==> src/rtl/pwm_motor_drive.sv <==
// rtl/pwm_motor_drive.sv - sign-magnitude PWM driver for one H-bridge channel
// Commands are captured on a strobe and applied only at period boundaries.
module pwm_motor_drive #(
   parameter int W        = 15,
   parameter int PB       = 10,
   parameter int PERIOD   = 1000,
   parameter int MAX_DUTY = 950,
   parameter int DEADTIME = 20
) (
   input  logic          clk,
   input  logic          reset,
   input  logic [W:0]    u_in,
   input  logic          u_valid,
   input  logic          enable,
   output logic          pwm_a,
   output logic          pwm_b,
   output logic          dir,
   output logic [PB-1:0] duty,
   output logic          sat,
   output logic          period_start
);

   localparam int DW = (DEADTIME > 1) ? $clog2(DEADTIME) : 1;
   localparam int CW = (W + 1 > 32) ? W + 1 : 32;
   localparam logic [CW-1:0] MAXW  = CW'(MAX_DUTY);
   localparam logic [PB-1:0] MAXD  = PB'(MAX_DUTY);
   localparam logic [PB-1:0] LAST  = PB'(PERIOD - 1);
   localparam logic [DW-1:0] DLAST = DW'(DEADTIME - 1);

   typedef enum logic {DRIVE, DEAD} state_t;

   state_t        state, state_n;
   logic [PB-1:0] cnt, cnt_n, cnt_inc, duty_n, eff;
   logic [W:0]    pending, pending_n, mag;
   logic [CW-1:0] magw;
   logic [DW-1:0] deadcnt, deadcnt_n;
   logic          dir_n, sat_n, pwm_a_n, pwm_b_n, ps_n;
   logic          over, reverse, active, at_last;

   // Unsigned magnitude in W+1 bits, so the most negative command maps to 2^W.
   always_comb begin
      mag     = pending[W] ? -pending : pending;
      magw    = CW'(mag);
      over    = magw > MAXW;
      eff     = over ? MAXD : magw[PB-1:0];
      reverse = (|pending) && (pending[W] != dir);
      active  = cnt < duty;
      at_last = cnt == LAST;
      cnt_inc = at_last ? '0 : cnt + 1'b1;
   end

   always_comb begin
      state_n   = state;
      cnt_n     = cnt;
      duty_n    = duty;
      dir_n     = dir;
      sat_n     = sat;
      deadcnt_n = deadcnt;
      pending_n = u_valid ? u_in : pending;
      pwm_a_n   = 1'b0;
      pwm_b_n   = 1'b0;
      ps_n      = (state == DRIVE) && (cnt == '0);
      if (!enable) begin
         state_n   = DRIVE;
         cnt_n     = cnt_inc;
         duty_n    = '0;
         sat_n     = 1'b0;
         deadcnt_n = '0;
      end else begin
         case (state)
            DRIVE: begin
               pwm_a_n = active & ~dir;
               pwm_b_n = active & dir;
               cnt_n   = cnt_inc;
               if (at_last) begin
                  if (reverse) begin
                     state_n   = DEAD;
                     duty_n    = '0;
                     deadcnt_n = '0;
                  end else begin
                     duty_n = eff;
                     sat_n  = over;
                  end
               end
            end
            DEAD: begin
               cnt_n     = '0;
               deadcnt_n = deadcnt + 1'b1;
               // Pending is re-evaluated here; a cancelled reversal keeps dir.
               if (deadcnt == DLAST) begin
                  state_n = DRIVE;
                  if (reverse) dir_n = ~dir;
                  duty_n = eff;
                  sat_n  = over;
               end
            end
            default: state_n = DRIVE;
         endcase
      end
   end

   always_ff @(posedge clk) begin
      if (reset) begin
         state        <= DRIVE;
         cnt          <= '0;
         pending      <= '0;
         deadcnt      <= '0;
         duty         <= '0;
         dir          <= 1'b0;
         sat          <= 1'b0;
         pwm_a        <= 1'b0;
         pwm_b        <= 1'b0;
         period_start <= 1'b0;
      end else begin
         state        <= state_n;
         cnt          <= cnt_n;
         pending      <= pending_n;
         deadcnt      <= deadcnt_n;
         duty         <= duty_n;
         dir          <= dir_n;
         sat          <= sat_n;
         pwm_a        <= pwm_a_n;
         pwm_b        <= pwm_b_n;
         period_start <= ps_n;
      end
   end

endmodule
==> config.mk <==
export PLATFORM = sky130hd
export DESIGN_NAME = pwm_motor_drive
export DESIGN_NICKNAME = d
export VERILOG_FILES = /design/src/rtl/pwm_motor_drive.sv
export SDC_FILE = /design/constraint.sdc
export NUM_CORES = 1
export LEC_CHECK = 0
export CELL_PAD_IN_SITES_DETAIL_PLACEMENT = 1
export CELL_PAD_IN_SITES_GLOBAL_PLACEMENT = 1
export CORE_MARGIN = 2
export CORE_UTILIZATION = 45
export DETAILED_ROUTE_END_ITERATION = 8
export PLACE_DENSITY_LB_ADDON = 0.1
export SLEW_MARGIN = 20
export SYNTH_ARGS = -nofsm -noshare
export SYNTH_HDL_FRONTEND = slang
export SYNTH_SLANG_ARGS = --single-unit
==> constraint.sdc <==
create_clock -name clk -period 6.64 [get_ports clk]
set_clock_uncertainty 0.1 [all_clocks]
set_input_delay 1.328 -clock clk [delete_from_list [all_inputs] [get_ports clk]]
set_output_delay 1.328 -clock clk [all_outputs]
set_load 0.1 [all_outputs]
==> Word-level counts from Yosys, hierarchy flattened <==
Index checks and enable logic that the tools add are counted.
{ "word_totals": {"reg_bits": 47, "inputBits": 20, "out_inout_bits": 15} }
{ "op_classes": {"addsub": 3, "magnitude_cmp": 2, "n_eq_ne": 7, "n_mux": 20, "bitwise": 5, "n_reduce_logical": 10} }
{ "op_table": {"columns": ["op", "n"], "rows": [
  ["$mux 10", 6],
  ["$pmux 10 s2", 2],
  ["$gt 16x10->1 const B", 1],
  ["$mux 16", 1],
  ["$neg 16->16", 1],
  ["$reduce_or 16->1", 1],
  ["$add 10x1->10 const B", 1],
  ["$eq 10x10->1 const B", 1],
  ["$logic_not 10->1", 1],
  ["$lt 10x10->1", 1],
  ["$mux 5", 2],
  ["$pmux 5 s2", 1],
  ["$mux 1", 6],
  ["$ne 2x2->1 const B", 3],
  ["$add 5x1->5 const B", 1],
  ["$eq 5x5->1 const B", 1],
  ["$pmux 1 s2", 2],
  ["$reduce_and 2->1", 2],
  ["$reduce_and 4->1", 1],
  ["$not 1->1", 3],
  ["$reduce_and 3->1", 1],
  ["$reduce_or 3->1", 1],
  ["$and 1x1->1", 2],
  ["$logic_and 1x1->1", 2],
  ["other kinds (3)", 3]
]} }

==> Depth between registers and ports, before layout <==
Gate-level depths: netlist of run 1.
{ "depth": {"ltp_word": 7, "depth_mapped": 8} }

==> Least setup slack after synthesis of run 1 <==
Ideal clock, no wire load.
{ "synth_timing": {"kind": "input-to-reg", "startpoint": "input port u_valid", "endpoint": "register pending[10]", "t_arrival_ps": 2390, "setup_slack_ps": 4023, "path_stages": 4, "path_cell_list": "clkbuf_1 clkbuf_1 mux2i_1 nor2_1"} }
{ "synth_lines": {"columns": ["item", "line", "rtl"], "rows": [
  ["from (decl)", "13", "input logic u_valid,"],
  ["to (signal assigned)", "117", "pending <= pending_n;"],
  ["to (decl)", "34", "logic [W:0] pending, pending_n, mag;"]
]} }

==> Worst setup path in the final report of run 1 <==
{ "layout_timing": {"startpoint": "register dir", "endpoint": "output port dir"} }
{ "layout_lines": {"columns": ["item", "line", "rtl"], "rows": [
  ["from (decl)", "17", "output logic dir,"],
  ["from (signal assigned)", "120", "dir <= dir_n;"]
]} }
No word-level cell between the ends.

==> results of run 1 <==
[power groups by stage]
stage	clock, mW	combinational (mW)	sequential, mW
5_1_grt	0.212	0.103	0.306
3_3_place_gp	0	0.0913	0.310
3_5_place_dp	0	0.0931	0.310
4_1_cts	0.200	0.0940	0.304
2_1_floorplan	0	0.0675	0.310
6_report	0.193	0.0928	0.304
[how the worst max path moves through the flow]
stage | start | to | slack [ns]
5_1_grt | dir$_SDFFE_PP0P_ | dir | 3.17
6_report | dir$_SDFFE_PP0P_ | dir | 3.24
3_5_place_dp | reset | pwm_b$_SDFF_PP0_ | 3.23
4_1_cts | dir$_SDFFE_PP0P_ | dir | 3.21
3_3_place_gp | reset | pwm_a$_SDFF_PP0_ | 3.30
2_1_floorplan | u_valid | pending[10]$_SDFFE_PP0P_ | 4.02
[cell families (layout without fill, tap and decap cells)]
group,Yosys count,count (layout),synth area share (%)
buf+inv,31,59,6.07
fa+ha+maj,13,13,6.11
simple gates,109,109,22.2
compound gates,67,67,17.5
mux,19,19,7.15
flops,47,47,35.4
xor+xnor,17,17,5.60
[cell type report]
type / instances / area [um2]
inverters: 16 / 60.1
well taps: 75 / 93.8
fillers: 728 / 2720
multi-input cells: 225 / 1560
flip-flops and latches: 47 / 941
repair buffers: 35 / 348
clock buffers: 8 / 100
[layout by cell type (no fill, tap or decap), types with 4 or more instances in the layout]
cell type | netlist | routed
dfxtp_1 | 47 | 47
nor2_1 | 36 | 36
clkdlybuf4s50_1 | 0 | 34
mux2i_1 | 19 | 19
inv_1 | 16 | 16
nand2_1 | 14 | 14
ha_1 | 13 | 13
o21ai_0 | 12 | 12
a21oi_1 | 11 | 11
nand3_1 | 9 | 9
xor2_1 | 9 | 9
xnor2_1 | 8 | 8
clkbuf_8 | 0 | 7
nand2b_1 | 6 | 6
nor3b_1 | 6 | 6
o21ai_1 | 6 | 6
a31oi_1 | 6 | 6
nor4_1 | 5 | 5
nor2b_1 | 5 | 5
and3_1 | 4 | 4
a21o_1 | 4 | 4
nand4_1 | 4 | 4
[per-layer routing]
layer | up-vias | part of all wire [%] | routed length [um] | global-route usage, %
met5 | - | 0 | 0 | 0
met4 | 0 | 1.1 | 68 | 5.25
met3 | 5 | 2.6 | 158 | 4.22
met2 | 25 | 50 | 3040 | 37.0
met1 | 1087 | 47 | 2870 | 24.5
li1 | 1155 | - | - | -
[registers in the layout (all words and copies together), names as in the netlist]
| signal | count |
|---|---|
| sat | 1 |
| cnt | 10 |
| state | 1 |
| dir | 1 |
| pending | 16 |
| pwm_a | 1 |
| period_start | 1 |
| pwm_b | 1 |
| deadcnt | 5 |
| duty | 10 |
==> results.yml, run 1 <==
power_and_ir_drop:
  power_mw: 0.589
  cellLeakagePower_nw: 1.16
  vdd_drop_max_uv: 133
  p_switching_mw: 0.161
  seqPwrFrac_pct: 51.6
  netSwitchingFraction_pct: 27.4
  cellPowerDensity_nw_per_um2: 190
  clkPwrFrac_pct: 32.7
  p_comb_share_pct: 15.8
  p_int_mw: 0.428
global_route:
  grt_pass1_wl_um: 10500
  antenna_found_initial: 0
  grt_pass1_vias: 2220
  grtUsageTotal_pct: 20.4
  grt-ovfl-total: 0
  grt_max_degree: 27
logic_synthesis:
  synthFlopType: "dfxtp_1"
  synth_edf_count: 0
  synth_cell_type_count: 53
  ys_seq_area_share_pct: 35.4
  ys_top_cells_by_count: "47 x dfxtp_1, 36 x nor2_1, 19 x mux2i_1"
  yosysMostFrequentCell: "dfxtp_1"
  synth_cells: 303
  yosysWarnings: 0
  ys_seq_elements: 47
  synth_top_area_cell: "dfxtp_1"
  syn-num-nets: 336
  synth_area_um2: 2660
  async_flop_share_pct: 0
  netlist.area_leader.share_pct: 35.4
  synth_area_leaders: "dfxtp_1 35%, mux2i_1 7.1%, ha_1 6.1%, nor2_1 5.1%, xor2_1 3.0%"
  postSynthAreaPerCell_um2: 8.78
clock_network:
  clk_pin_slew_ns: 0.09
  numCtsBuffers: 5
  cts_sinks: 47
  cts_tree: "yes"
  cts_setup_buffers: 0
  h-tree-depth: 2
  cts_root_buf: "clkbuf_8"
  clk_latency_ns: 0.30
  ctsHoldBuffers: 0
  cts-resized-gates: 0
  cts.path.max_buffers: 2
detailed_routing:
  ant_nets: 0
  dr.pass1.iters: 5
  vias_per_cell: 5.60
  vias: 2272
  drc: 0
  drt_iter0_drc: 60
  wl_per_cell_um: 15.1
  wirelength_um: 6130
layout:
  instances_no_fill: 406
  fin_area_um2: 3100
  fin_nets: 363
  drive_gt1_share_pct: 4.23
  utilization_pct: 53.3
  num_antenna_cells: 0
  syn_to_final_growth_pct: 16.6
setup_path:
  path_buf_inv: 1
  path_class: "flop to output port"
  r2r.worst_path.cells: 8
  rr_startpoint: "pending[1]$_SDFFE_PP0P_"
  critical_path_arrival_ns: 1.97
  r2r_setup_slack_ns: 3.77
  crit_cells: 1
  crit_slowest_cell: "clkdlybuf4s50_1"
  crit_chain: "clkdlybuf4s50_1"
  critPathTopFamily: "buffers and inverters"
  r2r_end: "duty[1]$_SDFFE_PP0P_"
  worst_setup_path_start_kind: "flop"
  cp-end-kind: "output port"
  worstPathMaxFanout: 7
  worstPathRequired_ns: 5.21
  slowest_delay_ns: 1.19
sta:
  setup_viol: 0
  slew_violations: 0
  rsz0062_at_grt: "false"
  fmax_mhz: 294
  finalCriticalPeriod_ns: 3.40
  slew-limit-headroom_pct: 34.0
  finalCritPeriodShare_pct: 51.2
  tns_ns: 0
  whs_ns: 0.386
  hold_viol: 0
  worst_slack_ns: 3.24
  tightest_slew_ns: 0.987
placed_design:
  dpl-instance-area_um2: 3000
  pre_cts_ws_ns: 3.23
  port_buffers: 34
  dp_hpwl_um: 4610
  place_inst: 398
  gp_congestion: 0.750
worst_hold_path:
  min_to: "cnt[0]$_SDFF_PP0_"
  min_path_type: "flop to flop"
  whs_path_depth: 1
  hp-start: "cnt[0]$_SDFF_PP0_"
floorplan:
  io_pins: 35
  die-area_um2: 6540
  start_util_pct: 45.7
  die_h_um: 80.9
  placementRows: 28
  die-width_um: 80.9
  coreArea_um2: 5820
outcome:
  outcome: "completed"
run:
  maxCapViolCount: 0
(Power assumes the default switching activity.)
==> inputs of run 2 (changes only) <==
- CORE_UTILIZATION: 45 -> 42
- clock period: 6.64 -> 3.5 ns (I/O delays scaled with it)
==> run 2 against run 1 <==
Critical path depth up 7. Clock power up 120%. Cell area about the same. Setup slack worse by 2.5 ns. Sequential share of layout area about the same. First-iteration DRC count up 70%. Global-route usage down 1.7 points. Core utilization down 1.8 points. Power up 98%. Wire length up 3.7%. Clock-buffer cell count down 2.
==> results.yml, run 2 (synthesis results as in run 1) <==
detailed_routing:
  ant_nets: 0
  vias_per_cell: 5.55
  vias: 2264
  wirelength_um: 6360
  drt_iter0_drc: 102
  wl_per_cell_um: 15.6
  drc: 0
  dr.pass1.iters: 4
placed_design:
  gp_congestion: 0.771
  dp_hpwl_um: 4740
  port_buffers: 34
floorplan:
  die-area_um2: 6990
  io_pins: 35
  start_util_pct: 44.1
  die_h_um: 83.6
  die-width_um: 83.6
  placementRows: 28
  coreArea_um2: 6030
global_route:
  grtUsageTotal_pct: 18.7
  grt_max_degree: 27
  grt_pass1_wl_um: 11000
  grt_pass1_vias: 2242
  grt-ovfl-total: 0
  antenna_found_initial: 0
clock_network:
  cts_setup_buffers: 0
  cts_sinks: 47
  cts.path.max_buffers: 2
  cts-resized-gates: 0
  clk_latency_ns: 0.30
  cts_root_buf: "clkbuf_8"
  cts_tree: "yes"
  ctsHoldBuffers: 0
  clk_pin_slew_ns: 0.09
  numCtsBuffers: 5
  h-tree-depth: 2
sta:
  finalCriticalPeriod_ns: 2.73
  fmax_mhz: 367
  tns_ns: 0
  rsz0062_at_grt: "false"
  tightest_slew_ns: 0.957
  slew-limit-headroom_pct: 36.0
  setup_viol: 0
  hold_viol: 0
  finalCritPeriodShare_pct: 77.9
  slew_violations: 0
layout:
  drive_gt1_share_pct: 8.71
  largest_reg_flops: 16
  syn_to_final_growth_pct: 16.7
  nFillCells: 738
  final_cell_mix: "47 x dfxtp_1, 36 x nor2_1, 22 x clkdlybuf4s50_1, 19 x mux2i_1, 16 x inv_1"
  regMostFlops: "pending"
  fin_nets: 365
  utilization_pct: 51.5
  top_regs: "pending (16), cnt (10), duty (10)"
  num_antenna_cells: 0
  final_common_cell: "dfxtp_1"
setup_path:
  worstPathRequired_ns: 3.57
  worst_setup_path_start_kind: "flop"
  path_class: "flop to flop"
  worstPathMaxFanout: 9
  critical_path_arrival_ns: 2.79
  cp-end-kind: "flop"
power_and_ir_drop:
  cellLeakagePower_nw: 1.20
  cellPowerDensity_nw_per_um2: 377
  power_mw: 1.17
  vdd_drop_max_uv: 192
outcome:
  outcome: "completed"
run:
  maxCapViolCount: 0
worst_hold_path:
  min_path_type: "flop to flop"
run 2: changes by cell type in the layout (fill, tap and decap cells not counted):
cell / change
buf_4: +14
clkinv_2: +1
clkdlybuf4s50_1: -12
clkbuf_1: -1
clkbuf_8: -1
bufinv_16: +1
run 2: metrics by stage:
stage	worst slack, ns	hold WS (ns)	std cells	cell area, um2
finish	0.774	0.383	408	3100
global route	0.528	0.425	408	3100
CTS	0.736	0.390	408	3100
detailed placement	0.664	0.376	400	2990
global placement	0.698	0.363	400	2990
floorplan	1.06	0.337	303	2660
run 2: metal layers:
metal  GRT usage, %  routed length, um  part of all wire [%]  up-vias
met2           33.5               3180                    50       26
met5              0                  0                     0        -
met1           23.9               3000                    47     1077
li1               -                  -                     -     1156
met3           2.67                135                   2.1        5
met4           3.52                 38                  0.60        0
run 2: report_power, final:
group	internal, mW	switching (mW)	leakage (nW)
clock	0.231	0.185	0.0612
combinational	0.0814	0.0955	0.757
sequential	0.550	0.0259	0.383
run 2: layout make-up:
cell class / count / area [um2] / area share, %
Clock buffer: 6 / 82.6 / 2.66
Multi-Input combinational cell: 225 / 1560 / 50.2
Clock inverter: 2 / 35.0 / 1.13
Timing Repair Buffer: 37 / 333 / 10.7
Tap cell: 75 / 93.8 / 3.02
Sequential cell: 47 / 941 / 30.3
Inverter: 16 / 60.1 / 1.94
run 2: worst max-delay path: stages, from the launching register on:
cell	delay, ns
dfxtp_1	0.36
inv_1	0.07
ha_1	0.21
or3b_1	0.44
o21ai_0	0.28
o21ai_0	0.13
or3b_4	0.43
a211oi_4	0.40
a31oi_1	0.16
run 2: worst paths after layout:
kind | startpoint | end | slack (ns) | cells after the start
worst max-delay path | pending[1]$_SDFFE_PP0P_ | duty[7]$_SDFFE_PP0P_ | 0.77 | 8
worst max register to register | pending[1]$_SDFFE_PP0P_ | duty[7]$_SDFFE_PP0P_ | 0.77 | 8
worst min register to register | duty[8]$_SDFFE_PP0P_ | duty[8]$_SDFFE_PP0P_ | 0.38 | 2
worst min-delay path | duty[8]$_SDFFE_PP0P_ | duty[8]$_SDFFE_PP0P_ | 0.38 | 2
